--- src/rtl/mmio_uart_tx_pkg.sv ---
// Shared definitions for the memory-mapped UART transmitter: FSM state
// encoding and the bit positions of the STATUS register.
package mmio_uart_tx_pkg;

    typedef enum logic [1:0] {
        IDLE  = 2'd0,
        START = 2'd1,
        DATA  = 2'd2,
        STOP  = 2'd3
    } uart_tx_state_t;

    localparam int unsigned STAT_FULL  = 0;
    localparam int unsigned STAT_EMPTY = 1;
    localparam int unsigned STAT_BUSY  = 2;
    localparam int unsigned STAT_OVF   = 3;

endpackage

--- src/rtl/sync_fifo.sv ---
// Single-clock FIFO with extra-MSB pointers. A push into a full FIFO is
// accepted when a pop happens in the same cycle.
module sync_fifo #(
    parameter int unsigned WIDTH = 8,
    parameter int unsigned DEPTH = 8
) (
    input  logic             clk,
    input  logic             reset,
    input  logic             push,
    input  logic [WIDTH-1:0] push_data,
    input  logic             pop,
    output logic [WIDTH-1:0] pop_data,
    output logic             full,
    output logic             empty
);

    localparam int unsigned AW = $clog2(DEPTH);

    logic [WIDTH-1:0] mem [DEPTH];
    logic [AW:0]      wr_ptr;
    logic [AW:0]      rd_ptr;
    logic             do_push;
    logic             do_pop;

    assign full     = (wr_ptr[AW] != rd_ptr[AW]) && (wr_ptr[AW-1:0] == rd_ptr[AW-1:0]);
    assign empty    = (wr_ptr == rd_ptr);
    assign do_pop   = pop && !empty;
    // Freeing a slot this cycle makes room for a simultaneous push.
    assign do_push  = push && (!full || do_pop);
    assign pop_data = mem[rd_ptr[AW-1:0]];

    // Storage array write port.
    always_ff @(posedge clk) begin
        if (do_push) begin
            mem[wr_ptr[AW-1:0]] <= push_data;
        end
    end

    // Pointer advance on accepted push/pop.
    always_ff @(posedge clk or posedge reset) begin
        if (reset) begin
            wr_ptr <= '0;
            rd_ptr <= '0;
        end else begin
            if (do_push) wr_ptr <= wr_ptr + 1'b1;
            if (do_pop)  rd_ptr <= rd_ptr + 1'b1;
        end
    end

endmodule

--- src/rtl/mmio_uart_tx.sv ---
// Memory-mapped UART transmitter: TXDATA store pushes a byte into a FIFO,
// STATUS load returns {overflow, busy, empty, full}; 8N1 serialiser.
module mmio_uart_tx
    import mmio_uart_tx_pkg::*;
#(
    parameter logic [31:0] BASE_ADDR    = 32'h0000_1000,
    parameter int unsigned CLKS_PER_BIT = 868,
    parameter int unsigned FIFO_DEPTH   = 8
) (
    input  logic        clk,
    input  logic        reset,
    input  logic        memory_write_en,
    input  logic [31:0] memory_write_address,
    input  logic [31:0] memory_write,
    input  logic [31:0] memory_read_address,
    output logic [31:0] memory_read_data,
    output logic        uart_tx
);

    localparam logic [31:0] STATUS_ADDR = BASE_ADDR + 32'd4;
    localparam logic [15:0] BAUD_LAST   = 16'(CLKS_PER_BIT - 1);

    uart_tx_state_t state;
    logic [15:0]    baud_cnt;
    logic [2:0]     bit_idx;
    logic [7:0]     shreg;
    logic           tx_q;
    logic           overflow;

    logic           push;
    logic           pop;
    logic           ovf_clr;
    logic           baud_end;
    logic           fifo_full;
    logic           fifo_empty;
    logic [7:0]     fifo_dout;
    logic [3:0]     status;
    logic           unused_wdata;

    assign unused_wdata = ^memory_write[31:8];

    assign push     = memory_write_en && (memory_write_address == BASE_ADDR);
    assign ovf_clr  = memory_write_en && (memory_write_address == STATUS_ADDR) && memory_write[3];
    assign baud_end = (baud_cnt == BAUD_LAST);
    // Popping at the end of STOP lets the next frame follow with no idle gap.
    assign pop      = !fifo_empty && ((state == IDLE) || ((state == STOP) && baud_end));

    sync_fifo #(
        .WIDTH (8),
        .DEPTH (FIFO_DEPTH)
    ) u_fifo (
        .clk       (clk),
        .reset     (reset),
        .push      (push),
        .push_data (memory_write[7:0]),
        .pop       (pop),
        .pop_data  (fifo_dout),
        .full      (fifo_full),
        .empty     (fifo_empty)
    );

    // STATUS register assembly.
    always_comb begin
        status            = '0;
        status[STAT_FULL]  = fifo_full;
        status[STAT_EMPTY] = fifo_empty;
        status[STAT_BUSY]  = (state != IDLE);
        status[STAT_OVF]   = overflow;
    end

    // Sticky overflow: set by a dropped push, cleared by software.
    always_ff @(posedge clk or posedge reset) begin
        if (reset) begin
            overflow <= 1'b0;
        end else if (push && fifo_full && !pop) begin
            overflow <= 1'b1;
        end else if (ovf_clr) begin
            overflow <= 1'b0;
        end
    end

    // Registered load data, one cycle after the address.
    always_ff @(posedge clk or posedge reset) begin
        if (reset) begin
            memory_read_data <= '0;
        end else if (memory_read_address == STATUS_ADDR) begin
            memory_read_data <= {28'b0, status};
        end else begin
            memory_read_data <= '0;
        end
    end

    // Transmit FSM with registered serial output.
    always_ff @(posedge clk or posedge reset) begin
        if (reset) begin
            state    <= IDLE;
            baud_cnt <= '0;
            bit_idx  <= '0;
            shreg    <= '0;
            tx_q     <= 1'b1;
        end else begin
            case (state)
                IDLE: begin
                    tx_q     <= 1'b1;
                    baud_cnt <= '0;
                    if (pop) begin
                        shreg <= fifo_dout;
                        state <= START;
                        tx_q  <= 1'b0;
                    end
                end
                START: begin
                    if (baud_end) begin
                        baud_cnt <= '0;
                        bit_idx  <= '0;
                        state    <= DATA;
                        tx_q     <= shreg[0];
                    end else begin
                        baud_cnt <= baud_cnt + 16'd1;
                    end
                end
                DATA: begin
                    if (baud_end) begin
                        baud_cnt <= '0;
                        bit_idx  <= bit_idx + 3'd1;
                        if (bit_idx == 3'd7) begin
                            state <= STOP;
                            tx_q  <= 1'b1;
                        end else begin
                            shreg <= {1'b0, shreg[7:1]};
                            tx_q  <= shreg[1];
                        end
                    end else begin
                        baud_cnt <= baud_cnt + 16'd1;
                    end
                end
                STOP: begin
                    if (baud_end) begin
                        baud_cnt <= '0;
                        if (pop) begin
                            shreg <= fifo_dout;
                            state <= START;
                            tx_q  <= 1'b0;
                        end else begin
                            state <= IDLE;
                            tx_q  <= 1'b1;
                        end
                    end else begin
                        baud_cnt <= baud_cnt + 16'd1;
                    end
                end
                default: begin
                    state <= IDLE;
                    tx_q  <= 1'b1;
                end
            endcase
        end
    end

    assign uart_tx = tx_q;

endmodule

--- config.mk ---
export PLATFORM = sky130hd
export DESIGN_NAME = mmio_uart_tx
export DESIGN_NICKNAME = d
export VERILOG_FILES = /design/src/rtl/mmio_uart_tx_pkg.sv /design/src/rtl/sync_fifo.sv /design/src/rtl/mmio_uart_tx.sv
export SDC_FILE = /design/constraint.sdc
export NUM_CORES = 1
export LEC_CHECK = 0
export BUFFER_PORTS_ARGS = -buffer_cell sky130_fd_sc_hd__buf_2
export CAP_MARGIN = 20
export CORE_MARGIN = 2
export CORE_UTILIZATION = 48
export DETAILED_ROUTE_END_ITERATION = 10
export PLACE_DENSITY = 0.76
export SYNTH_ARGS = -nofsm -noshare
export SYNTH_HDL_FRONTEND = slang
export SYNTH_SLANG_ARGS = --single-unit
--- constraint.sdc ---
create_clock -name clk -period 3 [get_ports clk]
set_clock_uncertainty 0.15 [all_clocks]
set_input_delay 0.3 -clock clk [delete_from_list [all_inputs] [get_ports clk]]
set_output_delay 0.3 -clock clk [all_outputs]
set_load 0.005 [all_outputs]
==> results of run 1 <==
per-layer routing:
metal / up-vias / share of wire (%)
met1: 1574 / 42
met3: 9 / 3.5
met2: 63 / 53
met5: - / 0
met4: 0 / 1.1
li1: 1536 / -
logic make-up after synthesis:
group / after synthesis / synth area share, %
AND/OR/NAND/NOR: 114 / 13.4
adder cells (fa/ha/maj): 11 / 2.70
flip-flops: 107 / 58.8
multiplexers: 33 / 10.7
other: 1 / 0.0736
AO/OA/AOI/OAI: 39 / 4.62
buffers and inverters: 51 / 6.23
XOR/XNOR: 20 / 3.44
worst register-to-register path, delay by kind of cell (launching register included):
kind,cells,cell delay (ps)
buffers and inverters,1,260
flip-flops,1,420
AND/OR/NAND/NOR,5,1320
adder cells (fa/ha/maj),1,270
timing repair:
item                       CTS  global route
setup endpoints to repair    0            32
hold endpoints to repair     1            24
hold buffers                 1             1
gates resized for setup      0             1
synth_stat cells (2+ instances only):
master / instances / area share, %
nand3_1: 8 / 0.79
mux4_2: 16 / 7.1
mux2_2: 8 / 1.8
nand4_1: 10 / 1.2
xnor2_1: 11 / 1.9
or3_1: 5 / 0.61
buf_2: 4 / 0.39
a21o_1: 3 / 0.44
a21oi_1: 12 / 1.2
a211o_1: 2 / 0.34
edfxtp_1: 64 / 38
nor2_1: 18 / 1.3
xor2_1: 9 / 1.5
clkbuf_1: 4 / 0.29
and4_1: 2 / 0.34
nand2_1: 23 / 1.7
nor4b_1: 6 / 1.0
ha_1: 11 / 2.7
buf_6: 2 / 0.44
mux2i_1: 8 / 1.6
nor4_1: 16 / 2.0
dfrtp_1: 42 / 21
inv_1: 11 / 0.81
nor3_1: 8 / 0.79
or2_2: 3 / 0.37
nor4b_2: 3 / 0.88
o21ai_0: 13 / 1.3
and3_1: 3 / 0.37
buf_4: 28 / 4.1
state kept, by name (all words and copies together), names as in the netlist:
signal / flops
uart_tx: 1
state: 2
overflow: 1
baud_cnt: 16
memory_read_data: 4
shreg: 8
u_fifo.rd_ptr: 4
u_fifo.wr_ptr: 4
u_fifo.mem: 64
bit_idx: 3
area by class of cell:
cell class	count	area share, %
Sequential cell	107	51.3
Multi-Input combinational cell	245	32.4
Timing Repair Buffer	96	9.38
Tap cell	136	2.91
Clock buffer	10	2.18
Clock inverter	6	1.07
Inverter	11	0.707
worst max path at each step:
stage	startpoint	end	cells after the start
floorplan	baud_cnt[0]$_DFF_PP0_	u_fifo.mem[4][0]$_DFFE_PP_	7
global placement	baud_cnt[0]$_DFF_PP0_	u_fifo.mem[6][2]$_DFFE_PP_	7
detailed placement	baud_cnt[0]$_DFF_PP0_	u_fifo.mem[6][4]$_DFFE_PP_	7
CTS	baud_cnt[0]$_DFF_PP0_	u_fifo.mem[6][3]$_DFFE_PP_	7
global route	baud_cnt[0]$_DFF_PP0_	u_fifo.mem[4][6]$_DFFE_PP_	7
finish	baud_cnt[0]$_DFF_PP0_	u_fifo.mem[4][0]$_DFFE_PP_	7
through the flow:
| stage | total power (W) | worst slack, ps | utilization, % |
|---|---|---|---|
| floorplan | 0.00177 | -3.14 | - |
| global placement | 0.00181 | 204 | 54.2 |
| detailed placement | 0.00182 | 157 | 54.2 |
| CTS | 0.00268 | 119 | 56.2 |
| global route | 0.00276 | 99.2 | 56.6 |
| finish | 0.00265 | 273 | 56.6 |
power by group through the flow:
stage / logic (W) / clock network (W) / registers, W
floorplan: 0.000111 / 0 / 0.00166
detailed placement: 0.000158 / 0 / 0.00167
finish: 0.000164 / 0.000851 / 0.00164
CTS: 0.000160 / 0.000885 / 0.00164
global route: 0.000184 / 0.000935 / 0.00164
global placement: 0.000150 / 0 / 0.00166
==> metrics.md, run 1 <==
| Metric | Value |
|---|---|
| Synth unique cells | `52` |
| Internal cell power | `0.00203 W` |
| Chip height | `107 µm` |
| GR Overflow Total | `0` |
| Maximum fanout along the worst path | `10` |
| CTS Buf Count | `9` |
| DP Cell Count | `around 600` |
| Reg2reg end | `u_fifo.mem[4][0]$_DFFE_PP_` |
| Gr usage total | `17.9%` |
| Die Span X | `107 µm` |
| Hold path startpoint | `memory_write[5]` |
| Share of layout cells above drive strength 1 | `between 30% and 40%` |
| Critical R2R Launch | `baud_cnt[0]$_DFF_PP0_` |
| Crit start category | `flip-flop` |
| Max cap viols | `0` |
| Area delta synth->final | `14.6%` |
| Fill cells | `about 850` |
| Initial core utilization | `49.4%` |
| Power per cell area | `454 nW/µm²` |
| Register area | `3000 µm²` |
| Clock tree sinks | `between 100 and 150` |
| Crit-path max cell delay | `around 450 ps` |
| Worst Hold Depth | `1` |
| Top FF cell, synth | `edfxtp_1` |
| WL/cell | `15.6 µm` |
| CTS root buffer | `clkbuf_8` |
| CTS H-tree depth | `3` |
| Seq pwr share | `roughly 60%` |
| Warnings from Yosys | `0` |
| Most common cell after layout, fill and taps aside | `buf_2` |
| Register-to-register setup slack | `about 270 ps` |
| Pin count of the biggest net entering global routing | `28` |
| Hpwl dp | `6770 µm` |
| Worst-margin pin slew | `between 600 and 700 ps` |
| DRC viols | `0` |
| Placed inst area | `around 5600 µm²` |
| Met3 usage | `4.13%` |
| Hold Violations, Final | `0` |
| ANT nets after route | `0` |
| Vias in the first global route | `3,251` |
| CP delay by family, top | `simple AND/OR/NAND/NOR gates` |
| Arr. time, crit path | `2660 ps` |
| Required time worst endpoint | `2940 ps` |
| VDD IR max | `394 µV` |
| Core Footprint | `10,300 µm²` |
| Synthesized area per cell | `13.6 µm²` |
| Initial antenna violation count | `0` |
| Core Rows | `37` |
| Fin crit share | `about nine tenths` |
| Final non-filler cell area | `5840 µm²` |
| Synthesis-stage register bit count | `107` |
| Global-route met1 utilization | `a little under a quarter` |
| Via count | `3,182` |
| Clock Latency Late Sink | `380 ps` |
| Worst path bufs/invs | `1` |
| Post-CTS setup buffer count | `0` |
| Final setup viols | `0` |
| Slew Viols, Final | `0` |
| Ports | `132` |
| Gate power share | `between 6 and 7%` |
| Mapped Cells | `376` |
| Met2 Use GR | `30.5%` |
| First-pass GRT wire length | `15,900 µm` |
| Worst Reg-to-Reg Cells | `7` |
| Hold_ws | `around 33 ps` |
| Syn Std Cell Area | `5100 µm²` |
| CTS tree | `built` |
| Clock Tree Buf Depth | `2` |
| Fin crit period | `roughly 2700 ps` |
| Clk pwr share | `32.1%` |
| RSZ-0062 raised after global routing | `no` |
| Post-route insts no fill | `611` |
| Fin nets | `580` |
| Hold Path End | `u_fifo.mem[6][5]$_DFFE_PP_` |
| Vias per std cell | `5.21` |
| Multi-input logic area | `1890 µm²` |
| Setup_tns | `0 ps` |
| Port Buf Inserts | `79` |
| HP Class | `in -> reg` |
| Switch Pwr | `0.000624 W` |
| Worst path cell trace | `ha_1 > and4_1 > nand4_1 > nor3b_4 > or3_4 > nor4_1 > buf_4` |
| Asr flop ratio synth | `40.2%` |
| First DRT Iteration DRCs | `162` |
| Pre-antenna DRT Iters | `4` |
| Sw Share | `23.5%` |
| Outcome | `finished, final reports clean` |
| EDFF count, synth | `64` |
| Lkg Pwr | `around 2.3 nW` |
| Global-route layer with the greatest usage | `met2` |
| Die area | `11,500 µm²` |
| Routed WL | `9550 µm` |
| Leading cell types in the layout, fill and taps excluded | `buf_2, edfxtp_1, dfrtp_1` |
| Reg clk slew, reported paths | `100 ps` |
| CP Class | `reg -> reg` |
| Number of antenna diodes | `0` |
| FMAX | `about 370 MHz` |
| Headroom to the max-slew limit | `roughly 54%` |
| Worst path slowest cell | `or3_4` |
| Global placement routability congestion | `0.823` |
| CP endpoint kind | `flip-flop` |
| Register area share after synthesis | `58.8%` |
(Power assumes the default switching activity.)
==> inputs of run 2 (changes only) <==
--- a/config.mk
+++ b/config.mk
@@ -10,7 +10,8 @@
 export CORE_MARGIN = 2
 export CORE_UTILIZATION = 48
 export DETAILED_ROUTE_END_ITERATION = 10
-export PLACE_DENSITY = 0.76
+export PLACE_DENSITY = 0.78
 export SYNTH_ARGS = -nofsm -noshare
 export SYNTH_HDL_FRONTEND = slang
+export SYNTH_HIERARCHICAL = 1
 export SYNTH_SLANG_ARGS = --single-unit
==> metrics.md, run 2 <==
| Metric | Value |
|---|---|
| Worst Reg-to-Reg Cells | `9 (was 7)` |
| FMAX | `369 MHz (was 367 MHz)` |
| DP Cell Count | `598 (was 592)` |
| Clk pwr share | `34.1% (was 32.1%)` |
| Ports | `132 (unchanged)` |
| Die Span X | `109 µm (was 107 µm)` |
| Fin crit period | `2710 ps (was 2730 ps)` |
| Initial antenna violation count | `0 (unchanged)` |
| Crit start category | `flip-flop (unchanged)` |
| Via count | `3,234 (was 3,182)` |
| First-pass GRT wire length | `16,200 µm (was 15,900 µm)` |
| Top FF cell, synth | `edfxtp_1 (unchanged)` |
| DRC viols | `0 (unchanged)` |
| Die area | `12,000 µm² (was 11,500 µm²)` |
| Hold-fix buffers, CTS | `2 (was 1)` |
| Clock tree sinks | `107 (unchanged)` |
| Post-synth top area share | `36.1% (was 37.7%)` |
| Final setup viols | `0 (unchanged)` |
| Post-route insts no fill | `616 (was 611)` |
| Syn Std Cell Area | `5330 µm² (was 5100 µm²)` |
| Critical R2R Launch | `u_fifo/wr_ptr[2]$_DFFE_PP0P_ (was baud_cnt[0]$_DFF_PP0_)` |
| Most common cell after layout, fill and taps aside | `buf_2 (unchanged)` |
| Internal cell power | `0.00193 W (was 0.00203 W)` |
| EDFF count, synth | `64 (unchanged)` |
| Global placement routability congestion | `0.789 (was 0.823)` |
| CP endpoint kind | `flip-flop (unchanged)` |
| Worst-margin pin slew | `522 ps (was 689 ps)` |
| Warnings from Yosys | `6 (was 0)` |
| Register area share after synthesis | `56.3% (was 58.8%)` |
| Area delta synth->final | `13.2% (was 14.6%)` |
| HP Class | `in -> reg (unchanged)` |
| Chip height | `109 µm (was 107 µm)` |
| CTS tree | `built (unchanged)` |
| Synth unique cells | `60 (was 52)` |
| Sw Share | `23.0% (was 23.5%)` |
| First DRT Iteration DRCs | `172 (was 162)` |
| ANT nets after route | `0 (unchanged)` |
| Maximum fanout along the worst path | `8 (was 10)` |
| Switch Pwr | `0.000576 W (was 0.000624 W)` |
| Gate power share | `3.5% (was 6.2%)` |
| Number of antenna diodes | `0 (unchanged)` |
| Lkg Pwr | `2.40 nW (was 2.32 nW)` |
| GR Overflow Total | `0 (unchanged)` |
| Share of layout cells above drive strength 1 | `33.8% (was 31.4%)` |
| CTS Buf Count | `9 (unchanged)` |
| Post-CTS setup buffer count | `0 (unchanged)` |
| Fin nets | `581 (was 580)` |
| Mapped Cells | `376 (unchanged)` |
| Number of flip-flops in the largest register | `64 (unchanged)` |
| RSZ-0062 raised after global routing | `no (unchanged)` |
| CTS H-tree depth | `3 (unchanged)` |
| Reg clk slew, reported paths | `110 ps (was 100 ps)` |
| Core Footprint | `10,800 µm² (was 10,300 µm²)` |
| Pre-antenna DRT Iters | `4 (unchanged)` |
| Most common cell in the synthesized netlist | `edfxtp_1 (unchanged)` |
| Clock Latency Late Sink | `370 ps (was 380 ps)` |
| VDD IR max | `383 µV (was 394 µV)` |
| Outcome | `finished, final reports clean (unchanged)` |
| Arr. time, crit path | `2690 ps (was 2660 ps)` |
| Final core occ | `55.6% (was 56.6%)` |
| Reg2reg end | `u_fifo/mem[5][4]$_DFFE_PP_ (was u_fifo.mem[4][0]$_DFFE_PP_)` |
| Synthesized area per cell | `14.2 µm² (was 13.6 µm²)` |
| Asr flop ratio synth | `40.2% (unchanged)` |
| Register-to-register setup slack | `290 ps (was 270 ps)` |
| Port Buf Inserts | `79 (unchanged)` |
| Hold_ws | `35.1 ps (was 32.8 ps)` |
| Top cells by count, synth | `edfxtp_1, dfrtp_1, buf_4, nor2_1, nand2_1 (was edfxtp_1, dfrtp_1, buf_4, nand2_1, nor2_1)` |
| CTS root buffer | `clkbuf_8 (unchanged)` |
| Seq pwr share | `62.4% (was 61.7%)` |
| Core Rows | `38 (was 37)` |
| Dominant cell type by area after synthesis | `edfxtp_1 (unchanged)` |
| Slew Viols, Final | `0 (unchanged)` |
| Fin crit share | `90.4% (was 90.9%)` |
| Crit path from | `u_fifo/wr_ptr[2]$_DFFE_PP0P_ (was baud_cnt[0]$_DFF_PP0_)` |
| Synthesis-stage register bit count | `107 (unchanged)` |
| Crit path capture | `u_fifo/mem[5][4]$_DFFE_PP_ (was u_fifo.mem[4][0]$_DFFE_PP_)` |
| Gr usage total | `18.0% (was 17.9%)` |
| Top post-synthesis cells by area | `edfxtp_1, dfrtp_1, buf_4, mux2_4, mux4_1 (was edfxtp_1, dfrtp_1, mux4_2, buf_4, ha_1)` |
| Power per cell area | `415 nW/µm² (was 454 nW/µm²)` |
| Initial core utilization | `49.1% (was 49.4%)` |
| Routed WL | `9920 µm (was 9550 µm)` |
| Required time worst endpoint | `2980 ps (was 2940 ps)` |
| Max cap viols | `0 (unchanged)` |
| Hpwl dp | `7200 µm (was 6770 µm)` |
| Vias per std cell | `5.25 (was 5.21)` |
| Vias in the first global route | `3,338 (was 3,251)` |
| Headroom to the max-slew limit | `65.2% (was 54.1%)` |
| Clock Tree Buf Depth | `2 (unchanged)` |
| Hold Violations, Final | `0 (unchanged)` |
| CP Class | `reg -> reg (unchanged)` |
| Post-CTS Resized | `0 (unchanged)` |
| Pin count of the biggest net entering global routing | `36 (was 28)` |
| WL/cell | `16.1 µm (was 15.6 µm)` |
| Leading cell types in the layout, fill and taps excluded | `buf_2, edfxtp_1, dfrtp_1 (unchanged)` |
[run 2: worst max-delay path: stages, from the launching register on]
cell      delay [ps]
dfrtp_1          570
xnor2_1          180
nand3_2           90
nor2_1           270
nand2b_1         190
o21ai_1          170
buf_4            210
o31ai_2          330
nor3_1           100
buf_4            210
[run 2: kinds of logic (layout without fill, tap and decap cells)]
group	after synthesis	count (layout)	share of synthesized area, %
other	1	28	0.0704
AO/OA/AOI/OAI	31	31	4.72
AND/OR/NAND/NOR	112	112	12.2
flip-flops	107	107	56.3
XOR/XNOR	23	23	4.20
buffers and inverters	51	124	6.46
adder cells (fa/ha/maj)	11	11	2.58
multiplexers	40	40	13.5
[run 2: layout make-up]
class                      instances  area, µm²
clock buffer                       9        124
clock inverter                     7       65.1
fill                             860       4810
inverter                          10       37.5
multi-input combinational        245       2080
sequential                       107       3000
tap                              140        175
timing repair buffer              98        543
[run 2: layer usage]
metal / vias to the layer above / share of wire, % / GRT usage, %
li1: 1540 / - / -
met1: 1612 / 41 / 21.5
met2: 71 / 54 / 32.0
met3: 11 / 3.7 / 4.62
met4: 0 / 1.1 / 5.06
met5: - / 0 / 0
[run 2: metrics by stage]
stage | setup TNS (ps) | power, W | instance area, µm² | setup WS, ps
floorplan | -3100 | 0.00164 | 5430 | -129
global placement | 0 | 0.00167 | 5820 | 462
detailed placement | 0 | 0.00168 | 5820 | 298
CTS | 0 | 0.00253 | 6030 | 269
global route | 0 | 0.00260 | 6030 | 141
finish | 0 | 0.00250 | 6030 | 289
[run 2: worst min-delay path by stage]
stage,from,to,slack (ps),cells after the start
2_1_floorplan,reset,u_fifo/rd_ptr[0]$_DFFE_PP0P_,-30,1
3_3_place_gp,reset,u_fifo/wr_ptr[1]$_DFFE_PP0P_,120,2
3_5_place_dp,reset,u_fifo/wr_ptr[1]$_DFFE_PP0P_,140,2
4_1_cts,memory_write[5],u_fifo/mem[1][5]$_DFFE_PP_,20,1
5_1_grt,memory_write[5],u_fifo/mem[3][5]$_DFFE_PP_,20,1
6_report,memory_write[1],u_fifo/mem[5][1]$_DFFE_PP_,40,1
[run 2: power groups by stage]
stage | combinational [W] | sequential, W | clock (W)
after global routing | 0.000102 | 0.00156 | 0.000941
after CTS | 0.0000878 | 0.00156 | 0.000882
after detailed placement | 0.0000855 | 0.00159 | 0
after floorplan | 0.0000482 | 0.00159 | 0
final | 0.0000880 | 0.00156 | 0.000854
after global placement | 0.0000807 | 0.00159 | 0
